File: src/rtl/cell_store_arbiter.sv
// cell_store_arbiter: arbitrates one 81 x 5-bit cell store between a display
// reader (absolute priority while bright=1) and a player write / grid clear
// engine that only touches the store on bright=0 cycles.
// Optional feature macro: GIVEN_LOCK_EN -- cells with bit 4 set are write
// protected and survive a grid clear.
module cell_store_arbiter (
    input  logic       clk,
    input  logic       rst_n,
    input  logic       bright,
    input  logic [4:0] disp_i,
    input  logic [4:0] disp_j,
    output logic [4:0] disp_value,
    input  logic       wr_req,
    input  logic [4:0] wr_i,
    input  logic [4:0] wr_j,
    input  logic [4:0] wr_value,
    output logic       wr_ack,
    output logic       wr_err,
    input  logic       clr_req,
    output logic       busy
);

    typedef enum logic [1:0] {IDLE, WRITE, CLEAR} state_t;

    state_t     state_q;
    logic [4:0] mem_q [81];
    logic [6:0] wr_addr_q;
    logic [4:0] wr_data_q;
    logic [6:0] clr_idx_q;
    logic [4:0] disp_value_q;
    logic       wr_ack_q;
    logic       wr_err_q;
    logic       clr_pend_q;

    logic       mem_we_d;
    logic [6:0] mem_addr_d;
    logic [4:0] mem_data_d;
    logic       wr_locked;
    logic       clr_keep;

    function automatic logic in_range(input logic [4:0] i, input logic [4:0] j);
        return (i <= 5'd8) && (j <= 5'd8);
    endfunction

    function automatic logic [6:0] cell_idx(input logic [4:0] i, input logic [4:0] j);
        return {2'b00, i} * 7'd9 + {2'b00, j};
    endfunction

`ifdef GIVEN_LOCK_EN
    assign wr_locked = mem_q[wr_addr_q][4];
    assign clr_keep  = mem_q[clr_idx_q][4];
`else
    assign wr_locked = 1'b0;
    assign clr_keep  = 1'b0;
`endif

    assign disp_value = disp_value_q;
    assign wr_ack     = wr_ack_q;
    assign wr_err     = wr_err_q;
    assign busy       = (state_q != IDLE);

    // Single store write port; only driven on bright=0 cycles so it never collides with a display read
    always_comb begin
        mem_we_d   = 1'b0;
        mem_addr_d = '0;
        mem_data_d = '0;
        case (state_q)
            WRITE: begin
                if (wr_req && !bright && !wr_locked) begin
                    mem_we_d   = 1'b1;
                    mem_addr_d = wr_addr_q;
                    mem_data_d = wr_data_q;
                end
            end
            CLEAR: begin
                if (!bright && !clr_keep) begin
                    mem_we_d   = 1'b1;
                    mem_addr_d = clr_idx_q;
                    mem_data_d = '0;
                end
            end
            default: ;
        endcase
    end

    // Cell store: asynchronously zeroed, one write per cycle
    always_ff @(posedge clk or negedge rst_n) begin
        if (!rst_n) begin
            for (int unsigned k = 0; k < 81; k++) mem_q[k] <= '0;
        end else if (mem_we_d) begin
            mem_q[mem_addr_d] <= mem_data_d;
        end
    end

    // Display read port: load on bright=1, hold otherwise, zero for off-grid coordinates
    always_ff @(posedge clk or negedge rst_n) begin
        if (!rst_n) begin
            disp_value_q <= '0;
        end else if (bright) begin
            disp_value_q <= in_range(disp_i, disp_j) ? mem_q[cell_idx(disp_i, disp_j)] : '0;
        end
    end

    // Control FSM with registered ack/err pulses; a request is not re-sampled
    // during its own ack/err cycle so the requester has that cycle to drop it
    always_ff @(posedge clk or negedge rst_n) begin
        if (!rst_n) begin
            state_q    <= IDLE;
            wr_addr_q  <= '0;
            wr_data_q  <= '0;
            clr_idx_q  <= '0;
            wr_ack_q   <= 1'b0;
            wr_err_q   <= 1'b0;
            clr_pend_q <= 1'b0;
        end else begin
            wr_ack_q <= 1'b0;
            wr_err_q <= 1'b0;
            case (state_q)
                IDLE: begin
                    if (clr_pend_q) begin
                        clr_pend_q <= 1'b0;
                        clr_idx_q  <= '0;
                        state_q    <= CLEAR;
                    end else if (wr_req && !wr_ack_q && !wr_err_q) begin
                        clr_pend_q <= clr_req;
                        if (in_range(wr_i, wr_j)) begin
                            wr_addr_q <= cell_idx(wr_i, wr_j);
                            wr_data_q <= wr_value;
                            state_q   <= WRITE;
                        end else begin
                            wr_err_q <= 1'b1;
                        end
                    end else if (clr_req) begin
                        clr_idx_q <= '0;
                        state_q   <= CLEAR;
                    end
                end
                WRITE: begin
                    if (!wr_req || !bright) begin
                        if (wr_req) begin
                            wr_ack_q <= !wr_locked;
                            wr_err_q <= wr_locked;
                        end
                        clr_pend_q <= 1'b0;
                        clr_idx_q  <= '0;
                        state_q    <= (clr_pend_q || clr_req) ? CLEAR : IDLE;
                    end else if (clr_req) begin
                        clr_pend_q <= 1'b1;
                    end
                end
                CLEAR: begin
                    if (!bright) begin
                        if (clr_idx_q == 7'd80) begin
                            clr_idx_q <= '0;
                            state_q   <= IDLE;
                        end else begin
                            clr_idx_q <= clr_idx_q + 7'd1;
                        end
                    end
                end
                default: state_q <= IDLE;
            endcase
        end
    end

endmodule

File: config.mk
export PLATFORM = sky130hd
export DESIGN_NAME = cell_store_arbiter
export DESIGN_NICKNAME = d
export VERILOG_FILES = /design/src/rtl/cell_store_arbiter.sv
export SDC_FILE = /design/constraint.sdc
export NUM_CORES = 1
export LEC_CHECK = 0
export BUFFER_PORTS_ARGS = -buffer_cell sky130_fd_sc_hd__buf_2
export CORE_ASPECT_RATIO = 0.6
export CORE_MARGIN = 2
export CORE_UTILIZATION = 66
export DETAILED_ROUTE_END_ITERATION = 7
export PLACE_DENSITY = 0.83
export SKIP_LAST_GASP = 1
export SLEW_MARGIN = 25
export SYNTH_ARGS = -nofsm -noshare
export SYNTH_HDL_FRONTEND = slang
export SYNTH_SLANG_ARGS = --single-unit
File: constraint.sdc
create_clock -name clk -period 7.8 [get_ports clk]
set_input_delay 1.56 -clock clk [delete_from_list [all_inputs] [get_ports clk]]
set_output_delay 1.56 -clock clk [all_outputs]
set_load 0.03 [all_outputs]
Yosys cells after proc, flatten, opt, wreduce, memory -nomap -nowiden
Cells that the tools add are included.
W data, S select, Z words.
Word-level totals
  register bits: 434
  output and inout bits: 8
  word-level logic and storage cells: 178
  input port bits: 30
Cells by class
  bitwise operators: 3
  multiplexer cells: 43
  multiply operators: 2
  equality and inequality tests: 11
  $lt $le $gt $ge: 7
  reduce and logical (&&, ||, !) cells: 20
  add/subtract/negate cells: 3
Operators by type and width (number)
  $bwmux W405: 1
  $mux W7: 8
  $bmux W5 S7: 1
  $demux W5 S7: 1
  $mux W5: 6
  $pmux W7 S3: 1
  $le A5 B4 Y1 const B: 4
  $ge A8 B8 Y1 const B: 2
  $mux W2: 8
  $not A7 Y8: 2
  $add A7 B5 Y7: 2
  $mul A5 B4 Y7 const B: 2
  $pmux W7 S2: 1
  $mux W1: 13
  $reduce_and A5 Y1: 2
  $ne A3 B3 Y1 const B: 3
  $lt A8 B1 Y1 const B: 1
  $ne A4 B4 Y1 const B: 2
  $add A7 B1 Y7 const B: 1
  $eq A7 B7 Y1 const B: 1
  $logic_and A1 B1 Y1: 6
  $ne A2 B2 Y1 const B: 3
  $pmux W2 S3: 1
  $logic_not A1 Y1: 4
  other kinds (10): 13

Depth between registers and ports, before layout
Gate-level depths: netlist of the first run.
  word-level depth: 10
  gate-level depth with buffers: 12
  mapped depth without buffers: 10

Worst setup path after synthesis of the first run
No wires, ideal clock.
  kind: input port to flip-flop
  from: input port disp_i[1]
  to: register disp_value_q[0], in the netlist disp_value[0]
  library setup time: 0.126 ns
  stages on the path: 11
  setup slack: 3.215 ns
  arrival: 4.459 ns
  cells stage by stage: ha_1 -> fa_1 -> ha_1 -> a21oi_1 -> and3_1 -> or2_2 -> clkbuf_1 -> mux4_2 -> mux2i_1 -> nand2_1 -> a221o_1
Between the ends
  longest elaborated chain between the ends: 7
  elaborated cells on any way between the ends: 9
  those cells by class: add/sub (1); mul (1); order compare (1); mux (4); bitwise (1); reduce/logical (1)
Ends and longest elaborated chain
  start, declared: RTL line 10  | input logic [4:0] disp_i,
  $mul A5 B4 Y7: RTL line 46  | return {2'b00, i} * 7'd9 + {2'b00, j};
  $add A7 B5 Y7: RTL line 46
  $not A7 Y8 (implied by the code): RTL line 100  | disp_value_q <= in_range(disp_i, disp_j) ? mem_q[cell_idx(disp_i, disp_j)] : '0;
  $bmux W5 S7: RTL line 100
  $mux W5 (implied by the code) (2 in a row): RTL line 100
  $mux W5 (*): RTL line 100
  end signal, assigned: RTL line 100
  end, declared: RTL line 30  | logic [4:0] disp_value_q;
Mark *: on every way between the ends. The rest lies on a longest branch, timed or not. The select of a mux whose other input is x is not followed.
A chain may end at the register's enable or synchronous reset.

Final worst setup path of the first run
  from: input port disp_i[0]
  to: register disp_value_q[0], in the netlist disp_value[0]
Same word-level chain as after synthesis.

==> results of run 1 <==
## tightest hold or removal path, cell delays in order (launching register included)
cell     delay (ns)
dfrtp_1        0.34
nand2_1        0.04
o21ai_0        0.06
## worst min path at each step
stage,from,endpoint,slack [ns],cells past startpoint
floorplan,mem_q[100],mem_q[100],0.44,2
global placement,mem_q[12],mem_q[12],0.46,2
detailed placement,mem_q[212],mem_q[212],0.47,2
CTS,mem_q[171],mem_q[171],0.48,2
global route,mem_q[103],mem_q[103],0.50,2
finish,mem_q[103],mem_q[103],0.48,2
## per-layer routing
layer  vias to the layer above  part of all wire [%]  GRT usage, %
met3                       107                    11          8.30
met4                         0                   2.4          8.75
met2                       638                    43          46.6
met1                      6987                    44          50.6
met5                         -                     0             0
li1                       5644                     -             -
## logic make-up after synthesis
| family | count (synthesis) | synth area share (%) |
|---|---|---|
| XOR/XNOR | 9 | 0.379 |
| flip-flops | 434 | 52.1 |
| buffers and inverters | 107 | 2.17 |
| multiplexers | 460 | 30.6 |
| adder cells (fa/ha/maj) | 33 | 2.13 |
| AND/OR/NAND/NOR | 321 | 7.55 |
| AO/OA/AOI/OAI | 170 | 4.99 |
## layout make-up
| class | count | area [um^2] |
|---|---|---|
| clock buffers | 63 | 1190 |
| clock inverters | 7 | 68.8 |
| fillers | 1929 | 8430 |
| inverters | 13 | 48.8 |
| multi-input cells | 993 | 9600 |
| flip-flops and latches | 434 | 10900 |
| well taps | 416 | 520 |
| repair buffers | 54 | 380 |
## flip-flops by register name, summed over array words and instances (netlist names)
register	flops
mem_q	405
clr_idx_q	7
wr_addr_q	7
disp_value	5
wr_data_q	5
state_q	2
clr_pend_q	1
wr_ack	1
wr_err	1
## through the flow
step	power (W)	cells	hold slack, ns	setup WS [ns]	utilization, %
2_1_floorplan	0.00285	1534	0.445	3.22	-
5_1_grt	0.00517	1980	0.502	2.86	72.9
6_report	0.00500	1980	0.483	2.96	72.9
3_5_place_dp	0.00310	1909	0.467	2.44	68.7
4_1_cts	0.00500	1979	0.484	3.01	72.8
3_3_place_gp	0.00307	1909	0.457	2.52	68.7
## cell usage in the layout (no fill, tap or decap), drive strengths merged, types with 13 or more instances in the layout
master and count:
mux2 339, clkbuf 63, buf 54, a21oi 17
nor3 18, mux2i 13, nor2 45, inv 13
nand2 176, dfrtp 434, ha 29, mux4 108
o21ai 97
## power breakdown
| part | internal [W] | switching [W] | total [W] |
|---|---|---|---|
| logic | 0.000245 | 0.000489 | 0.000734 |
| clock network | 0.00108 | 0.000844 | 0.00192 |
| registers | 0.00229 | 0.0000468 | 0.00234 |
| total | 0.00362 | 0.00138 | 0.00500 |
==> metrics.csv, run 1 <==
metric;value;unit
outcome;complete, no violations;
first_pass_iters;6;
clock_sinks;434;
crit_end;disp_value[0];
finish.net_count;1598;
fin_worst_skew;0.0203;ns
critPathArrivalTime;5.26;ns
tightest_slew;1.20;ns
cpMostUsedCell;ha_1;
yosys-top-cells-area;dfrtp_1, mux2_2, mux4_2, nand2_1, o21ai_0;
crit_required;8.22;ns
design.core.area;0.0311;mm^2
grt_pass1_vias;13700;
cts-root-buf;clkbuf_16;
critPathTopFamily;adder cells;
power.static_leakage;10.7;nW
fin_setup_tns;0;ns
hpwl;33400;um
post_dp_cell_area;0.0214;mm^2
synth.cell_area;0.0208;mm^2
drc;0;
ctsResizeCount;0;
floorplan.rows;50;
crit_start;disp_i[0];
first_iter_violations;1631;
die-area;0.0330;mm^2
critical_path_class;in -> reg;
cp_slowest_stage_delay;0.74;ns
grt_setup_unrepaired;no;
timing.fmax;0.207;GHz
postCtsSetupRepairBufs;0;
synth.most_common_cell;dfrtp_1;
tritoncts;yes;
worstReg2RegEnd;mem_q[97];
synth_top_area_share;52.1;%
drive_gt1_share;38.4;%
antenna_found_initial;0;
max_cap_viol_count;0;
r2r_setup_slack;4.07;ns
grt_overflow;0;
gp_congestion;0.904;
design_area;0.0227;mm^2
crit_path_end_kind;register;
avgSynthCellArea;13.6;um^2
crit_cells;11;
hold_viol_final;0;
drv_slew;0;
period_minus_slack;4.84;ns
finalWirelength;51200;um
finalCritPeriodShare;62.1;%
initial_core_util;67.0;%
post_synth_num_cell_types;73;
setup_viol;0;
yosys-top-cells-count;dfrtp_1, mux2_2, nand2_1, mux4_2, o21ai_0;
grt_pass1_wl;81500;um
port_buffers;37;
die_height;142;um
synth_edf_count;0;
antenna_cells;0;
area_delta_synth_final;8.84;%
synth_top_area_cell;dfrtp_1;
crit_buf_inv;2;
relSlewSlack;19.7;%
r2r_cells;9;
critPathLaunchType;primary input;
clk_pin_slew_worst_paths;0.07;ns
r2r_start;state_q[1];
track_usage;32.7;%
io_pins;38;
htree_levels;2;
clock_latency;0.54;ns
crit_chain;buf_2 -> ha_1 -> ha_1 -> ha_1 -> xor2_4 -> buf_4 -> mux4_2 -> mux4_2 -> mux2i_1 -> nand2_1 -> a221o_1;
vias;13400;
crit_slowest_cell;xor2_4;
clk_path_buf_depth;3;
postCtsHoldBufs;0;
ant_nets;0;
ys.flop_type;dfrtp_1;
async_flop_share;100;%
syn_inst;1534;
worstPathMaxFanout;21;
ys_seq_elements;434;
ir_drop;0.000193;V
syn_nets;1597;
power.density;221;mW/mm^2
wire_per_inst;25.8;um
viasPerCell;6.76;
yosysWarnings;0;
grt_max_degree;162;
min_path_type;reg -> reg;
die_w;233;um
ys_seq_area_share;52.1;%
numCtsBuffers;39;
(Power assumes the default switching activity.)
==> inputs of run 2 (changes only) <==
--- a/config.mk
+++ b/config.mk
@@ -8,9 +8,9 @@
 export BUFFER_PORTS_ARGS = -buffer_cell sky130_fd_sc_hd__buf_2
 export CORE_ASPECT_RATIO = 0.6
 export CORE_MARGIN = 2
-export CORE_UTILIZATION = 66
+export CORE_UTILIZATION = 63
 export DETAILED_ROUTE_END_ITERATION = 7
-export PLACE_DENSITY = 0.83
+export PLACE_DENSITY = 0.8
 export SKIP_LAST_GASP = 1
 export SLEW_MARGIN = 25
 export SYNTH_ARGS = -nofsm -noshare
==> constraint.sdc (replaced) <==
create_clock -name clk -period 4.8 [get_ports clk]
set_input_delay 0.96 -clock clk [delete_from_list [all_inputs] [get_ports clk]]
set_output_delay 0.96 -clock clk [all_outputs]
set_load 0.03 [all_outputs]
==> run 2 against run 1 <==
Effect of this change:
- power grew 69%
- clock skew shrank 0.0090 ns
- worst setup slack got worse by 1.9 ns
- via count increased by 1.9%
- largest power group unchanged
==> metrics.csv, run 2 (synthesized netlist as in run 1, its figures left out) <==
metric;value;unit;change
outcome;complete, no violations;;unchanged
final_common_cell;dfrtp_1;;unchanged
placed_cells;1935;;was 1909
ir_drop;0.000297;V;was 0.000193 V
grtUsageMet1;51.6;%;was 50.6%
ant_nets;0;;unchanged
hold_viol_final;0;;unchanged
top_regs;mem_q: 405 flops, clr_idx_q: 7 flops, wr_addr_q: 7 flops;;unchanged
timing.fmax;0.269;GHz;
drv_slew;0;;unchanged
crit_required;5.24;ns;was 8.22 ns
viasPerCell;6.79;;was 6.76
numCtsBuffers;40;;was 39
grt_max_degree;112;;was 162
period_minus_slack;3.71;ns;
first_pass_iters;5;;was 6
grt_pass1_vias;13800;;was 13700
power;0.00847;W;was 0.00500 W
drc;0;;unchanged
die_height;145;um;was 142 um
critPathLaunchType;primary input;;unchanged
crit_start;disp_i[1];;was disp_i[0]
finalCritPeriodShare;77.3;%;
fin_cells;2006;;was 1980
first_iter_violations;1625;;was 1631
postCtsSetupRepairBufs;0;;unchanged
vias;13600;;was 13400
crit_slowest_cell;xor2_4;;unchanged
port_buffers;37;;unchanged
met2_usage;46.1;%;was 46.6%
mostFrequentLayoutCells;dfrtp_1, mux2_2, nand2_1;;unchanged
clock_latency;0.56;ns;was 0.54 ns
n_fill_cell;2131;;was 1929
floorplan.rows;51;;was 50
postCtsHoldBufs;0;;unchanged
drive_gt1_share;39.8;%;was 38.4%
power.static_leakage;10.8;nW;was 10.7 nW
wire_per_inst;26.8;um;was 25.8 um
worstPathMaxFanout;17;;was 21
design.core.area;0.0325;mm^2;was 0.0311 mm^2
die_w;239;um;was 233 um
initial_core_util;64.1;%;was 67.0%
antenna_cells;0;;unchanged
top_register;mem_q;;unchanged
global_route.usage.met3;7.80;%;was 8.30%
finish.net_count;1616;;was 1598
hpwl;36000;um;was 33400 um
clock_sinks;434;;unchanged
utilization;70.7;%;was 72.9%
gp_congestion;0.949;;was 0.904
crit_chain;buf_2 -> ha_1 -> ha_4 -> fa_1 -> xor2_4 -> mux4_2 -> mux4_2 -> mux2i_1 -> nand2_1 -> a221o_1;;was buf_2 -> ha_1 -> ha_1 -> ha_1 -> xor2_4 -> buf_4 -> mux4_2 -> mux4_2 -> mux2i_1 -> nand2_1 -> a221o_1
grt_pass1_wl;84800;um;was 81500 um
cp_slowest_stage_delay;0.64;ns;was 0.74 ns
post_dp_cell_area;0.0215;mm^2;was 0.0214 mm^2
setup_viol;0;;unchanged
io_pins;38;;unchanged
r2r_start;state_q[1];;unchanged
fin_worst_skew;0.0113;ns;was 0.0203 ns
grt_overflow;0;;unchanged
max_cap_viol_count;0;;unchanged
finalWirelength;53700;um;was 51200 um
power.density;369;mW/mm^2;was 221 mW/mm^2
min_path_type;in -> async;;was reg -> reg
area_delta_synth_final;10.3;%;was 8.84%
grt_setup_unrepaired;no;;unchanged
antenna_found_initial;0;;unchanged
track_usage;32.8;%;was 32.7%
design_area;0.0230;mm^2;was 0.0227 mm^2
critical_path_class;in -> reg;;unchanged
clk_pin_slew_worst_paths;0.07;ns;about the same
cpMostUsedCell;mux4_2;;was ha_1
tightest_slew;0.991;ns;was 1.20 ns
busiest_layer;met1;;unchanged
fin_setup_tns;0;ns;unchanged
tritoncts;yes;;unchanged
clk_path_buf_depth;3;;unchanged
critPathArrivalTime;4.15;ns;was 5.26 ns
die-area;0.0346;mm^2;was 0.0330 mm^2
cts-root-buf;clkbuf_16;;unchanged
htree_levels;2;;unchanged
relSlewSlack;33.6;%;was 19.7%
largest_reg_flops;405;;unchanged
crit_path_end_kind;register;;unchanged
ctsResizeCount;0;;unchanged
[run 2: changes by cell type in the layout (fill, tap and decap cells not counted), moves of 2 or more]
cell,delta
buf_12,+3
clkinv_2,+4
nor3_2,+3
buf_4,+15
clkbuf_1,-10
clkbuf_8,+2
bufinv_16,+5
nor3_4,-3
inv_6,+2
[run 2: power by group]
group / switching [W] / total (W) / internal, W
registers: 0.0000729 / 0.00380 / 0.00373
clock network: 0.00143 / 0.00348 / 0.00205
logic: 0.000772 / 0.00119 / 0.000416
[run 2: critical path, delay by kind of cell]
| kind | cells | cell delay (ns) |
|---|---|---|
| AND/OR/NAND/NOR | 1 | 0.07 |
| multiplexers | 3 | 1.04 |
| adder cells (fa/ha/maj) | 3 | 1.03 |
| XOR/XNOR | 1 | 0.64 |
| buffers and inverters | 1 | 0.12 |
| AO/OA/AOI/OAI | 1 | 0.29 |
[run 2: through the flow]
stage / setup WS, ns / hold slack (ns)
final: 1.09 / 0.422
after global placement: 0.619 / 0.458
after global routing: 0.937 / 0.488
after floorplan: 0.815 / 0.445
after CTS: 1.09 / 0.462
after detailed placement: 0.562 / 0.467
[run 2: final timing paths]
check | endpoint | slack (ns) | cells past startpoint
max reg2reg | mem_q[278] | 1.18 | 8
min reg2reg | mem_q[20] | 0.48 | 2
min in group clk | mem_q[20] | 0.48 | 2
max in group asynchronous | mem_q[305] | 3.20 | 2
min | mem_q[339] | 0.42 | 1
max | disp_value[0] | 1.09 | 10
[run 2: layer usage]
layer,part of all wire [%],routed length [um]
met5,0,0
met4,2.2,1190
met3,10,5390
met2,43,23000
met1,45,24100
[run 2: final cells by class]
cell class	count	area (um^2)	area share, %
multi-input combinational	993	9580	41.7
clock buffer	55	1180	5.13
tap	424	531	2.31
sequential	434	10900	47.3
timing repair buffer	71	526	2.29
clock inverter	16	240	1.05
inverter	13	48.8	0.212
==> inputs of run 3 (changes only) <==
--- a/config.mk
+++ b/config.mk
@@ -8,9 +8,9 @@
 export BUFFER_PORTS_ARGS = -buffer_cell sky130_fd_sc_hd__buf_2
 export CORE_ASPECT_RATIO = 0.6
 export CORE_MARGIN = 2
-export CORE_UTILIZATION = 63
+export CORE_UTILIZATION = 57
 export DETAILED_ROUTE_END_ITERATION = 7
-export PLACE_DENSITY = 0.8
+export PLACE_DENSITY = 0.76
 export SKIP_LAST_GASP = 1
 export SLEW_MARGIN = 25
 export SYNTH_ARGS = -nofsm -noshare
==> constraint.sdc (replaced) <==
create_clock -name clk -period 3.2 [get_ports clk]
set_input_delay 0.64 -clock clk [delete_from_list [all_inputs] [get_ports clk]]
set_output_delay 0.64 -clock clk [all_outputs]
set_load 0.03 [all_outputs]
==> run 3 against run 2 <==
Effect of this change:
- clock skew is 0.0070 ns higher
- non-clock buffer count rose by 111
- wire length up 4.3%
- first-iteration DRC count is 27% lower
- sequential power is 50% higher
- register-to-register slack worse by 1.0 ns
- sequential cell count is the same
- worst setup slack worse by 0.94 ns
==> metrics.csv, run 3 (synthesized netlist as in run 1, its figures left out) <==
metric;value;unit;change
first_pass_iters;5;;unchanged
crit_cells;10;;unchanged
relSlewSlack;48.7;%;was 33.6%
area_delta_synth_final;15.2;%;was 10.3%
port_buffers;37;;unchanged
vias;13900;;was 13600
timing.fmax;0.328;GHz;
top_register;mem_q;;unchanged
critPathTopFamily;adder cells;;was multiplexers
die-area;0.0381;mm^2;was 0.0346 mm^2
cts-root-buf;clkbuf_16;;unchanged
ir_drop;0.000426;V;was 0.000297 V
first_iter_violations;1186;;was 1625
worstPathMaxFanout;7;;was 17
initial_core_util;57.6;%;was 64.1%
wire_per_inst;25.8;um;was 26.8 um
viasPerCell;6.39;;was 6.79
clock_sinks;434;;unchanged
drv_slew;0;;unchanged
fin_cells;2169;;was 2006
grt_setup_unrepaired;no;;unchanged
postCtsHoldBufs;0;;unchanged
drc;0;;unchanged
gp_congestion;0.895;;was 0.949
fin_worst_skew;0.0183;ns;was 0.0113 ns
crit_chain;buf_2 -> ha_1 -> ha_4 -> fa_2 -> xor2_4 -> buf_4 -> mux4_2 -> a22oi_1 -> nor2_1 -> a2111o_1;;was buf_2 -> ha_1 -> ha_4 -> fa_1 -> xor2_4 -> mux4_2 -> mux4_2 -> mux2i_1 -> nand2_1 -> a221o_1
die_w;251;um;was 239 um
tritoncts;yes;;unchanged
hold_viol_final;0;;unchanged
grt_overflow;0;;unchanged
setup_viol;0;;unchanged
ant_nets;0;;unchanged
finish.net_count;1729;;was 1616
critPathLaunchType;primary input;;unchanged
power.density;522;mW/mm^2;was 369 mW/mm^2
final_common_cell;dfrtp_1;;unchanged
top_regs;mem_q: 405 flops, clr_idx_q: 7 flops, wr_addr_q: 7 flops;;unchanged
io_pins;38;;unchanged
grt_max_degree;87;;was 112
finalCritPeriodShare;95.4;%;
n_fill_cell;2516;;was 2131
floorplan.rows;54;;was 51
crit_slowest_cell;mux4_2;;was xor2_4
critical_path_class;in -> reg;;unchanged
numCtsBuffers;41;;was 40
power;0.0125;W;was 0.00847 W
mostFrequentLayoutCells;dfrtp_1, mux2_2, nand2_1;;unchanged
finalWirelength;56000;um;was 53700 um
outcome;complete, no violations;;unchanged
placed_cells;2097;;was 1935
design.core.area;0.0361;mm^2;was 0.0325 mm^2
dpl_worst_slack;-0.646;ns;was 0.562 ns
setup_ws;0.147;ns;was 1.09 ns
die_height;152;um;was 145 um
crit_path_end_kind;register;;unchanged
drive_gt1_share;43.3;%;was 39.8%
min_path_type;in -> async;;unchanged
grt_pass1_vias;14400;;was 13800
cp_slowest_stage_delay;0.53;ns;was 0.64 ns
tightest_slew;0.769;ns;was 0.991 ns
grt_pass1_wl;87900;um;was 84800 um
largest_reg_flops;405;;unchanged
max_cap_viol_count;0;;unchanged
antenna_cells;0;;unchanged
track_usage;30.5;%;was 32.8%
critPathArrivalTime;3.49;ns;was 4.15 ns
period_minus_slack;3.05;ns;
htree_levels;2;;unchanged
r2r_cells;9;;was 8
clk_pin_slew_worst_paths;0.06;ns;was 0.07 ns
power.static_leakage;11.4;nW;was 10.8 nW
crit_buf_inv;2;;was 1
crit_required;3.63;ns;was 5.24 ns
clock_latency;0.56;ns;about the same
clk_path_buf_depth;3;;unchanged
antenna_found_initial;1;;was 0
hpwl;39400;um;was 36000 um
## run 3: metrics by stage
step	hold slack, ns	setup TNS, ns	utilization [%]	instance area [um^2]
3_5_place_dp	0.466	-2.42	62.8	22700
2_1_floorplan	0.344	-0.229	-	20900
4_1_cts	0.158	0	66.2	23900
3_3_place_gp	0.457	-1.90	62.8	22700
6_report	0.141	0	66.4	24000
5_1_grt	0.187	0	66.4	24000
## run 3: final cells by class
class / count / area [um^2] / share of cell area, %
sequential: 434 / 10900 / 45.3
multi-input combinational: 994 / 9640 / 40.2
timing repair buffer: 182 / 1600 / 6.66
clock buffer: 62 / 1160 / 4.86
tap: 476 / 596 / 2.48
clock inverter: 8 / 78.8 / 0.329
inverter: 13 / 48.8 / 0.203
## run 3: worst reg2reg max path: cells and delay by family, from the launching register on
family	cells	cell delay (ns)
AND/OR/NAND/NOR	4	1.27
flip-flops	1	0.41
multiplexers	1	0.41
adder cells (fa/ha/maj)	1	0.37
buffers and inverters	2	0.29
AO/OA/AOI/OAI	1	0.17
## run 3: repair_timing
item | 4_1_cts | 5_1_grt
buffers inserted | 0 | 1
pin swaps | 0 | 2
setup endpoints to repair | 1 | 4
gates resized for setup | 1 | 6
gates cloned | 0 | 1
## run 3: final timing paths
check,from,endpoint,slack (ns)
worst max-delay path,disp_i[1],disp_value[2],0.15
worst min-delay path,rst_n,mem_q[325],0.14
worst max register to register,state_q[0],mem_q[157],0.16
worst min register to register,mem_q[193],mem_q[193],0.48
max in group asynchronous,rst_n,mem_q[244],2.16
min in group clk,wr_value[2],wr_data_q[2],0.32
## run 3: layer usage
metal / vias to the layer above / routed length (um) / global-route usage [%]
li1: 5923 / - / -
met1: 7262 / 24900 / 45.5
met2: 565 / 24500 / 44.3
met3: 100 / 5450 / 9.59
met4: 0 / 1150 / 6.39
met5: - / 0 / 0
## run 3: where the power goes
group | leakage (nW) | total [W] | switching [W] | internal (W)
clock network | 0.611 | 0.00467 | 0.00208 | 0.00260
registers | 6.05 | 0.00571 | 0.000115 | 0.00559
logic | 4.70 | 0.00213 | 0.00123 | 0.000900
total | 11.4 | 0.0125 | 0.00342 | 0.00909
